## config.mk

```make
export PLATFORM = sky130hd
export DESIGN_NAME = iir_biquad_mc
export DESIGN_NICKNAME = d
export VERILOG_FILES = /design/src/rtl/iir_pkg.sv /design/src/rtl/iir_mac.sv /design/src/rtl/iir_biquad_mc.sv
export SDC_FILE = /design/constraint.sdc
export NUM_CORES = 2
export LEC_CHECK = 0
export CORE_UTILIZATION = 39
export CTS_CLUSTER_SIZE = 20
export DETAILED_ROUTE_END_ITERATION = 7
export DONT_BUFFER_PORTS = 1
export HOLD_SLACK_MARGIN = 0.12
export PLACE_DENSITY_LB_ADDON = 0.2
export SYNTH_ARGS = -nofsm -noshare
export SYNTH_HDL_FRONTEND = slang
export SYNTH_SLANG_ARGS = --single-unit
```

## constraint.sdc

```tcl
create_clock -name clk -period 22.5 [get_ports clk]
set_clock_uncertainty 0.2 [all_clocks]
set_input_delay 4.5 -clock clk [delete_from_list [all_inputs] [get_ports clk]]
set_output_delay 4.5 -clock clk [all_outputs]
set_load 0.1 [all_outputs]
```

## src/rtl/iir_pkg.sv

```systemverilog
// Shared constants for the multi-channel biquad: coefficient slot indices,
// controller states and the default coefficient fraction width.
package iir_pkg;

    localparam int unsigned DEFAULT_FRAC = 14;
    localparam int unsigned NCOEF        = 5;

    localparam int unsigned B0 = 0;
    localparam int unsigned B1 = 1;
    localparam int unsigned B2 = 2;
    localparam int unsigned A1 = 3;
    localparam int unsigned A2 = 4;

    typedef enum logic [1:0] {
        ST_IDLE = 2'd0,
        ST_MAC  = 2'd1,
        ST_OUT  = 2'd2
    } state_e;

endpackage

```

## src/rtl/iir_mac.sv

```systemverilog
// Shared signed multiplier feeding an accumulator register with
// clear / accumulate / subtract controls; exposes the next accumulator value.
module iir_mac #(
    parameter int unsigned WIDTH = 16,
    parameter int unsigned ACC_W = 2 * WIDTH + 3
) (
    input  logic                    clk,
    input  logic                    reset,
    input  logic                    en_i,
    input  logic                    clr_i,
    input  logic                    sub_i,
    input  logic signed [WIDTH-1:0] data_i,
    input  logic signed [WIDTH-1:0] coef_i,
    output logic signed [ACC_W-1:0] acc_next_c
);

    logic signed [2*WIDTH-1:0] prod;
    logic signed [ACC_W-1:0]   prod_ext;
    logic signed [ACC_W-1:0]   base;
    logic signed [ACC_W-1:0]   acc_q;

    assign prod       = data_i * coef_i;
    assign prod_ext   = {{(ACC_W - 2 * WIDTH){prod[2*WIDTH-1]}}, prod};
    assign base       = clr_i ? '0 : acc_q;
    assign acc_next_c = sub_i ? (base - prod_ext) : (base + prod_ext);

    always_ff @(posedge clk or negedge reset) begin
        if (!reset) begin
            acc_q <= '0;
        end else if (en_i) begin
            acc_q <= acc_next_c;
        end
    end

endmodule

```

## src/rtl/iir_biquad_mc.sv

```systemverilog
// Multi-channel direct-form-I biquad with one time-shared multiplier.
// Define IIR_BIQUAD_SAT_EN to saturate results; otherwise results wrap.
module iir_biquad_mc
    import iir_pkg::*;
#(
    parameter int unsigned WIDTH = 16,
    parameter int unsigned CH    = 4,
    parameter int unsigned FRAC  = DEFAULT_FRAC,
    localparam int unsigned CHW  = (CH > 1) ? $clog2(CH) : 1
) (
    input  logic             clk,
    input  logic             reset,
    input  logic             in_valid,
    output logic             in_ready,
    input  logic [WIDTH-1:0] in_data,
    input  logic [CHW-1:0]   in_ch,
    output logic             out_valid,
    input  logic             out_ready,
    output logic [WIDTH-1:0] out_data,
    output logic [CHW-1:0]   out_ch,
    input  logic             coef_we,
    input  logic [2:0]       coef_addr,
    input  logic [WIDTH-1:0] coef_data
);

    localparam int unsigned ACC_W = 2 * WIDTH + 3;
    localparam logic signed [WIDTH-1:0] COEF_ONE = WIDTH'(1 << FRAC);

    state_e                  state_q, state_d;
    logic [2:0]              step_q, step_d;
    logic signed [WIDTH-1:0] x_q, x_d;
    logic [CHW-1:0]          ch_q, ch_d;
    logic                    in_ready_q, in_ready_d;
    logic                    out_valid_q, out_valid_d;
    logic [WIDTH-1:0]        out_data_q, out_data_d;
    logic [CHW-1:0]          out_ch_q, out_ch_d;

    logic signed [WIDTH-1:0] pend_q [NCOEF];
    logic signed [WIDTH-1:0] pend_d [NCOEF];
    logic signed [WIDTH-1:0] act_q  [NCOEF];
    logic signed [WIDTH-1:0] act_d  [NCOEF];

    logic signed [WIDTH-1:0] x1_q [CH];
    logic signed [WIDTH-1:0] x1_d [CH];
    logic signed [WIDTH-1:0] x2_q [CH];
    logic signed [WIDTH-1:0] x2_d [CH];
    logic signed [WIDTH-1:0] y1_q [CH];
    logic signed [WIDTH-1:0] y1_d [CH];
    logic signed [WIDTH-1:0] y2_q [CH];
    logic signed [WIDTH-1:0] y2_d [CH];

    logic                    mac_en, mac_clr, mac_sub;
    logic signed [WIDTH-1:0] mac_data, mac_coef;
    logic signed [ACC_W-1:0] acc_next;
    logic signed [WIDTH-1:0] y_red;

    iir_mac #(
        .WIDTH (WIDTH),
        .ACC_W (ACC_W)
    ) u_mac (
        .clk        (clk),
        .reset      (reset),
        .en_i       (mac_en),
        .clr_i      (mac_clr),
        .sub_i      (mac_sub),
        .data_i     (mac_data),
        .coef_i     (mac_coef),
        .acc_next_c (acc_next)
    );

    // Scale the final sum back to sample format.
`ifdef IIR_BIQUAD_SAT_EN
    localparam logic signed [ACC_W-1:0] Y_MAX = {{(ACC_W - WIDTH + 1){1'b0}}, {(WIDTH - 1){1'b1}}};
    localparam logic signed [ACC_W-1:0] Y_MIN = {{(ACC_W - WIDTH + 1){1'b1}}, {(WIDTH - 1){1'b0}}};
    logic signed [ACC_W-1:0] shifted;

    assign shifted = acc_next >>> FRAC;

    always_comb begin
        if (shifted > Y_MAX) begin
            y_red = Y_MAX[WIDTH-1:0];
        end else if (shifted < Y_MIN) begin
            y_red = Y_MIN[WIDTH-1:0];
        end else begin
            y_red = shifted[WIDTH-1:0];
        end
    end
`else
    assign y_red = WIDTH'(acc_next >>> FRAC);
`endif

    // Next-state, datapath control and history/bank updates.
    always_comb begin
        state_d     = state_q;
        step_d      = step_q;
        x_d         = x_q;
        ch_d        = ch_q;
        in_ready_d  = in_ready_q;
        out_valid_d = out_valid_q;
        out_data_d  = out_data_q;
        out_ch_d    = out_ch_q;
        pend_d      = pend_q;
        act_d       = act_q;
        x1_d        = x1_q;
        x2_d        = x2_q;
        y1_d        = y1_q;
        y2_d        = y2_q;
        mac_en      = 1'b0;
        mac_clr     = 1'b0;
        mac_sub     = 1'b0;
        mac_data    = '0;
        mac_coef    = '0;

        if (coef_we && (coef_addr < 3'(NCOEF))) begin
            pend_d[coef_addr] = coef_data;
        end

        case (state_q)
            ST_IDLE: begin
                if (in_valid && in_ready_q) begin
                    act_d = pend_d;
                    if (32'(in_ch) < CH) begin
                        x_d        = in_data;
                        ch_d       = in_ch;
                        step_d     = '0;
                        in_ready_d = 1'b0;
                        state_d    = ST_MAC;
                    end
                end
            end
            ST_MAC: begin
                mac_en   = 1'b1;
                mac_clr  = (step_q == 3'(B0));
                mac_sub  = (step_q >= 3'(A1));
                mac_coef = act_q[step_q];
                case (step_q)
                    3'(B0):  mac_data = x_q;
                    3'(B1):  mac_data = x1_q[ch_q];
                    3'(B2):  mac_data = x2_q[ch_q];
                    3'(A1):  mac_data = y1_q[ch_q];
                    default: mac_data = y2_q[ch_q];
                endcase
                step_d = step_q + 3'd1;
                if (step_q == 3'(A2)) begin
                    x2_d[ch_q]  = x1_q[ch_q];
                    x1_d[ch_q]  = x_q;
                    y2_d[ch_q]  = y1_q[ch_q];
                    y1_d[ch_q]  = y_red;
                    out_valid_d = 1'b1;
                    out_data_d  = y_red;
                    out_ch_d    = ch_q;
                    state_d     = ST_OUT;
                end
            end
            ST_OUT: begin
                if (out_ready) begin
                    out_valid_d = 1'b0;
                    in_ready_d  = 1'b1;
                    state_d     = ST_IDLE;
                end
            end
            default: begin
                out_valid_d = 1'b0;
                in_ready_d  = 1'b1;
                state_d     = ST_IDLE;
            end
        endcase
    end

    always_ff @(posedge clk or negedge reset) begin
        if (!reset) begin
            state_q     <= ST_IDLE;
            step_q      <= '0;
            x_q         <= '0;
            ch_q        <= '0;
            in_ready_q  <= 1'b1;
            out_valid_q <= 1'b0;
            out_data_q  <= '0;
            out_ch_q    <= '0;
            for (int unsigned i = 0; i < NCOEF; i++) begin
                pend_q[i] <= '0;
                act_q[i]  <= '0;
            end
            pend_q[B0] <= COEF_ONE;
            act_q[B0]  <= COEF_ONE;
            for (int unsigned i = 0; i < CH; i++) begin
                x1_q[i] <= '0;
                x2_q[i] <= '0;
                y1_q[i] <= '0;
                y2_q[i] <= '0;
            end
        end else begin
            state_q     <= state_d;
            step_q      <= step_d;
            x_q         <= x_d;
            ch_q        <= ch_d;
            in_ready_q  <= in_ready_d;
            out_valid_q <= out_valid_d;
            out_data_q  <= out_data_d;
            out_ch_q    <= out_ch_d;
            pend_q      <= pend_d;
            act_q       <= act_d;
            x1_q        <= x1_d;
            x2_q        <= x2_d;
            y1_q        <= y1_d;
            y2_q        <= y2_d;
        end
    end

    assign in_ready  = in_ready_q;
    assign out_valid = out_valid_q;
    assign out_data  = out_data_q;
    assign out_ch    = out_ch_q;

endmodule

```

After elaboration in Yosys (flattened, before gate mapping)
Index checks and enable logic that the tools add are counted.
{ "op_classes": {"n_addsub": 3, "mul": 1, "order_cmp": 7, "eq_ne": 9, "n_mux": 45, "bitwise": 5, "n_reduce_logical": 13} }
{ "op_table": {"columns": ["operator", "count"], "rows": [
  ["64-bit bitwise mux", 4],
  ["16-bit 2-to-1 mux", 14],
  ["16-bit binary-select mux with 2-bit select", 4],
  ["80-bit bitwise mux", 1],
  ["80-bit 2-to-1 mux", 1],
  ["35-bit 2-to-1 mux", 2],
  ["16-bit case mux with 4 select lines", 1],
  ["16-bit binary-select mux with 3-bit select", 1],
  ["16-bit demux with 3-bit select", 1],
  ["35-bit by 32-bit adder with 35-bit output", 1],
  ["35-bit by 32-bit subtractor with 35-bit output", 1],
  ["16-bit demux with 2-bit select", 1],
  ["16-bit by 16-bit multiplier with 32-bit output", 1],
  ["3-bit AND reduction", 3],
  ["4-bit >= comparator (second input constant)", 2],
  ["3-bit NOT with 4-bit output", 2],
  ["1-bit 2-to-1 mux", 7],
  ["3-bit by 2-bit == test with 1-bit output (second input constant)", 2],
  ["2-bit 2-to-1 mux", 3],
  ["2-bit inequality test (second input constant)", 3],
  ["1-bit case mux with 3 select lines", 2],
  ["2-bit case mux with 3 select lines", 1],
  ["3-bit case mux with 2 select lines", 1],
  ["2-bit AND reduction", 3],
  ["other kinds (17)", 21]
]} }
{ "totals": {"reg_bits": 494, "inputBits": 42, "output_inout_bits": 20, "wordCells": 118} }

Depth between registers and ports, before layout
{ "logic_depth": {"ltp_word": 10, "ltp_mapped": 43, "depth_no_buf": 39} }

By module
Synthesis repeated with hierarchy kept, for this count alone.
{ "hier_totals": {"cells_unflattened": 3403, "area_unflattened_um2": 35320.1} }
{ "modules_own_cells": {"columns": ["mod", "n_inst", "cells_each", "area_each_um2", "seq_area_each_um2"], "rows": [
  ["iir_biquad_mc", 1, 1743, 20863.8, 11489.8],
  ["iir_mac", 1, 1660, 14456.4, 875.8]
]} }

Worst setup path after synthesis
OpenSTA, ideal clock, no wires.
{ "synth_path": {"path_type": "reg2reg", "from": "register ch_q[1]", "to": "register out_data_q[14], in the netlist out_data[14]", "arrival_time_ps": 10004, "required_time_ps": 22231, "setup_slack_ps": 12227, "path_stages_with_launch": 39, "path_buffers": 6, "synth_period_minus_slack_ps": 10273, "path_cell_list": "dfrtp_1 buf_2 buf_2 buf_2 buf_2 buf_1 mux4_2 a22oi_1 a31o_2 clkbuf_1 nor2_1 fa_1 inv_1 fa_1 fa_1 fa_1 inv_1 fa_1 (+3 left out) ha_1 a21oi_1 nand2_1 o221ai_1 a21oi_1 xor2_1 nor4_1 nand2_1 nor4_1 a21oi_1 xnor2_1 ha_1 and3_1 nand2_1 o221ai_1 o41ai_2 o311ai_0 mux2_2"} }
{ "synth_between": {"elab_chain_cells": 9, "word_cells_on_any_way": 19} }
{ "synth_lines": {"columns": ["item", "line_no", "text"], "rows": [
  ["start, declared", "iir_biquad_mc.sv:32", "logic [CHW-1:0] ch_q, ch_d;"],
  ["start signal, assigned", "iir_biquad_mc.sv:196", "ch_q <= ch_d;"],
  ["2-bit NOT with 3-bit output (not written as such) (*)", null, null],
  ["16-bit binary-select mux with 2-bit select, on equally long branches", null, null],
  ["16-bit 2-to-1 mux, on equally long branches (2 in a row)", null, null],
  ["16-bit case mux with 4 select lines (*)", "iir_biquad_mc.sv:136", "case (step_q)"],
  ["16-bit 2-to-1 mux (*)", "iir_biquad_mc.sv:118", "case (state_q)"],
  ["16-bit by 16-bit multiplier with 32-bit output (*)", "iir_mac.sv:22", "assign prod = data_i * coef_i;"],
  ["35-bit by 32-bit adder with 35-bit output or 35-bit by 32-bit subtractor with 35-bit output (tied branches)", "iir_mac.sv:25", "assign acc_next_c = sub_i ? (base - prod_ext) : (base + prod_ext);"],
  ["35-bit 2-to-1 mux (*)", "iir_mac.sv:25", null],
  ["end signal, assigned", "iir_biquad_mc.sv:199", "out_data_q <= out_data_d;"],
  ["end, declared", "iir_biquad_mc.sv:35", "logic [WIDTH-1:0] out_data_q, out_data_d;"]
]} }
Mark *: on every way between the ends. The rest lies on a longest branch, timed or not. The select of a mux whose other input is x is not followed.
A chain may end at the register's enable or synchronous reset.

Worst setup path in the final report
{ "layout_path": {"from": "register ch_q[0]", "to": "register u_mac.acc_q[28]"} }
{ "layout_between": {"elab_chain_cells": 9, "word_cells_on_any_way": 19} }
{ "layout_lines": {"columns": ["item", "line_no", "text"], "rows": [
  ["2-bit NOT with 3-bit output (not written as such) (*)", null, null],
  ["16-bit binary-select mux with 2-bit select, on equally long branches", null, null],
  ["16-bit 2-to-1 mux, on equally long branches (2 in a row)", null, null],
  ["16-bit case mux with 4 select lines (*)", "iir_biquad_mc.sv:136", null],
  ["16-bit 2-to-1 mux (*)", "iir_biquad_mc.sv:118", null],
  ["16-bit by 16-bit multiplier with 32-bit output (*)", "iir_mac.sv:22", null],
  ["35-bit by 32-bit adder with 35-bit output or 35-bit by 32-bit subtractor with 35-bit output (tied branches)", "iir_mac.sv:25", null],
  ["35-bit 2-to-1 mux (*)", "iir_mac.sv:25", null],
  ["end signal, assigned", "iir_mac.sv:31", "acc_q <= acc_next_c;"],
  ["end, declared", "iir_mac.sv:20", "logic signed [ACC_W-1:0] acc_q;"]
]} }
Marked as above.

==> flow_summary.yaml <==
logic_synthesis:
  yosys-top-cells-count: "486 x sky130_fd_sc_hd__dfrtp_1, 361 x sky130_fd_sc_hd__mux2_2, 317 x sky130_fd_sc_hd__nand2_1"
  syn_inst: 2961
  synth_top_cell_by_area: "sky130_fd_sc_hd__dfrtp_1"
  post-synth-top-count-cell: "sky130_fd_sc_hd__dfrtp_1"
  seq_area_frac_synth_pct: 37.2
  syn-cell-area_mm2: 0.0329
  number_of_synthesized_flops_with_an_enable_pin: 0
  top_cell_type_s_share_of_synthesized_area_pct: 37.0
  synthesis.nets: 3366
  synthesis.yosys.warnings: 0
  synth.distinct_cells: 88
  dominantRegCellSynth: "sky130_fd_sc_hd__dfrtp_1"
  synth_async_reset_ratio_pct: 100
  post_synth_main_area_contributors: "sky130_fd_sc_hd__dfrtp_1 37%, sky130_fd_sc_hd__fa_1 15%, sky130_fd_sc_hd__mux2_2 12%"
  post_synth.cell_area_avg_um2: 11.1
  synth-seq-cells: 489
clock_tree:
  cts-resized-gates: 0
  numCtsBuffers: 54
  ctsRootBufferMaster: "sky130_fd_sc_hd__clkbuf_16"
  post-cts-setup-buffer-count: 0
  cts-hold-fix-buffers: 0
  clkLatencyLatePin_ns: 0.61
  clock_transition_at_the_register_clock_pins_on_the_worst_setup_and_hold_paths_after_cts_ns: 0.06
  cts.sink_count: 489
  htreeDepth: 2
  cts_tree: "done"
  ctsLongestPathBuffers: 3
routing:
  num_vias: 22088
  drc: 0
  vias_per_cell: 5.46
  drt_first_iter_violations: 1336
  drt-wirelength-per-cell_um: 20.3
  postRouteAntennaNets: 0
  detail_route.first_pass.iterations: 5
  routed_wl_um: 82200
cells_and_area:
  postLayoutCoreUtil_pct: 43.1
  layout.cells.non_filler: 4046
  post_synthesis_to_final_layout_area_growth_pct: 9.48
  area.sequential_mm2: 0.0122
  nFillCells: 7887
  final_net_count: 3326
  diodes: 0
  multi_input_comb_area_mm2: 0.0190
  post_route_cells_drive_above_1_share_pct: 20.8
floorplan:
  design.portCount: 62
  floorplan.initialDensity_pct: 39.4
  chipHeight_um: 292
  core_region_area_mm2: 0.0836
  die_width_um: 292
  die_area_mm2: 0.0855
  fp-row-count: 106
global_route:
  grt_first_pass_wirelength_um: 134000
  grt_pass1_vias: 24057
  groute.usage.overall_pct: 19.9
  number_of_antenna_violations_at_the_first_check_in_global_routing: 1
  gr-total-overflow: 0
  pin_count_of_the_biggest_net_entering_global_routing: 490
sta:
  report.final.setup_viol: 0
  hold_violations: 0
  grt_setup_unrepaired: "no"
  timing_worst_slew_pin_value_ns: 2.36
  slew_viol_final: 364
  timing.final.crit_period_ns: 11.72
  final.period_utilization_pct: 52.1
  final.setup.tns_ns: 0
  relSlewSlack_pct: -57.6
  max_clock_freq_mhz: 85.4
placed_design:
  final_weighted_congestion_in_routability_driven_placement: 0.844
  placement.io_buffers: 0
  place_hpwl_um: 57400
  dp_cells: 3945
worst_setup_path:
  cpMostUsedCell: "sky130_fd_sc_hd__fa_1"
  timing.critical_path.required_ns: 22.78
  timing.critical_path.slowest_stage_cell: "sky130_fd_sc_hd__dfrtp_4"
  setup_crit_start_kind: "flop"
  highest_net_fanout_along_the_worst_path: 55
  worst_setup_path_end_kind: "flop"
  slowest_delay_ns: 0.94
  worst_ep_arrival_time_ns: 11.99
  crit_family: "adder cells"
  type_of_the_worst_setup_path: "reg2reg"
  critical_path_buf_inv_count: 6
pwr:
  vdd_ir_drop_max_uv: 166
  p_leak_uw: 0.0169
  p_per_area_mw_per_mm2: 123
status:
  run_status: "complete, but fails checks"
  failing_checks: "max-slew violations"
min_path:
  timing.hold.worst.class: "reg2reg"
job:
  max_cap_violations: 0
==> layout by cell type, fill, tap and decap left out, types with 12 or more instances in the layout <==
cell type,netlist,routed
sky130_fd_sc_hd__dfrtp_1,486,484
sky130_fd_sc_hd__mux2_2,361,361
sky130_fd_sc_hd__nand2_1,317,315
sky130_fd_sc_hd__inv_1,308,308
sky130_fd_sc_hd__fa_1,249,249
sky130_fd_sc_hd__nor2_1,166,166
sky130_fd_sc_hd__o21ai_0,150,149
sky130_fd_sc_hd__ha_1,114,114
sky130_fd_sc_hd__a21oi_1,73,73
sky130_fd_sc_hd__mux4_2,64,64
sky130_fd_sc_hd__nor2b_1,59,58
sky130_fd_sc_hd__clkbuf_16,0,55
sky130_fd_sc_hd__buf_4,1,46
sky130_fd_sc_hd__xnor2_1,41,41
sky130_fd_sc_hd__xor2_1,39,39
sky130_fd_sc_hd__a21o_1,31,31
sky130_fd_sc_hd__mux2i_1,25,25
sky130_fd_sc_hd__nand2b_1,21,21
sky130_fd_sc_hd__a22oi_1,19,19
sky130_fd_sc_hd__o21a_1,16,16
sky130_fd_sc_hd__and2_1,16,16
sky130_fd_sc_hd__nand3_1,17,16
sky130_fd_sc_hd__a31oi_1,15,15
sky130_fd_sc_hd__and3_1,14,14
sky130_fd_sc_hd__nor3_1,16,14
sky130_fd_sc_hd__clkbuf_8,0,12
==> metrics by stage <==
stage / power (uW) / worst slack (ns) / area (um2) / hold WS, ns
2_1_floorplan: 2760 / 12.23 / 32900 / 0.238
3_3_place_gp: 3470 / 10.84 / 34100 / 0.255
3_5_place_dp: 3530 / 10.74 / 34100 / 0.261
4_1_cts: 4490 / 10.70 / 36000 / 0.275
5_1_grt: 4740 / 9.77 / 36000 / 0.290
6_report: 4440 / 10.78 / 36000 / 0.272
==> worst register-to-register path, delay by kind of cell (launching register included) <==
family	cells	cell delay (ns)
AOI/OAI and AO/OA	10	3.00
xor gates and xnor gates	1	0.17
adders and majority gates	8	3.75
buffers and inverters	6	1.15
DFF	1	0.94
muxes	2	0.94
and+or+nand+nor	6	1.44
==> registers in the layout, indices dropped and copies added (netlist names), 2 cells and up <==
signal,cells
act_q,80
ch_q,2
out_ch,2
out_data,16
pend_q,80
state_q,2
step_q,3
u_mac.acc_q,30
x1_q,64
x2_q,64
x_q,16
y1_q,64
y2_q,64
==> power by group <==
| group | internal (uW) | total [uW] | switching [uW] |
|---|---|---|---|
| Clock | 560 | 939 | 379 |
| Sequential | 1080 | 1340 | 260 |
| Combinational | 782 | 2160 | 1380 |
| Total | 2420 | 4440 | 2020 |
==> per-layer routing <==
metal | share of wire (%) | routed length [um] | up-vias | GRT usage, %
met4 | 2.5 | 2080 | 0 | 5.35
met2 | 50 | 41500 | 489 | 35.3
met1 | 43 | 35300 | 11537 | 25.5
li1 | - | - | 9944 | -
met3 | 4.1 | 3390 | 118 | 2.45
met5 | 0 | 0 | - | 0
==> area by class of cell <==
| class | instances | share of cell area (%) |
|---|---|---|
| Inverter | 310 | 3.23 |
| Timing Repair Buffer | 46 | 0.959 |
| Multi-Input combinational cell | 2020 | 52.7 |
| Tap cell | 1080 | 3.75 |
| Sequential cell | 489 | 34.0 |
| Clock buffer | 74 | 4.35 |
| Clock inverter | 27 | 0.966 |
==> final timing paths <==
kind	from	endpoint	slack, ns	cells past startpoint
setup / recovery	ch_q[0]	u_mac.acc_q[28]	10.78	33
hold / removal	u_mac.acc_q[15]	u_mac.acc_q[15]	0.27	2
setup reg to reg	ch_q[0]	u_mac.acc_q[28]	10.78	33
hold reg to reg	u_mac.acc_q[15]	u_mac.acc_q[15]	0.27	2
max in group asynchronous	reset	act_q[24]	16.84	0
min in group asynchronous	reset	u_mac.acc_q[4]	3.45	0
==> cells by family after synthesis <==
logic type / Yosys count / share of synthesized area, %
xor gates and xnor gates: 81 / 2.20
DFF: 489 / 37.2
adders and majority gates: 363 / 19.5
AOI/OAI and AO/OA: 428 / 8.47
buffers and inverters: 452 / 5.26
muxes: 451 / 17.5
and+or+nand+nor: 697 / 9.85
No activity file was read; power rests on OpenSTA's default activity.
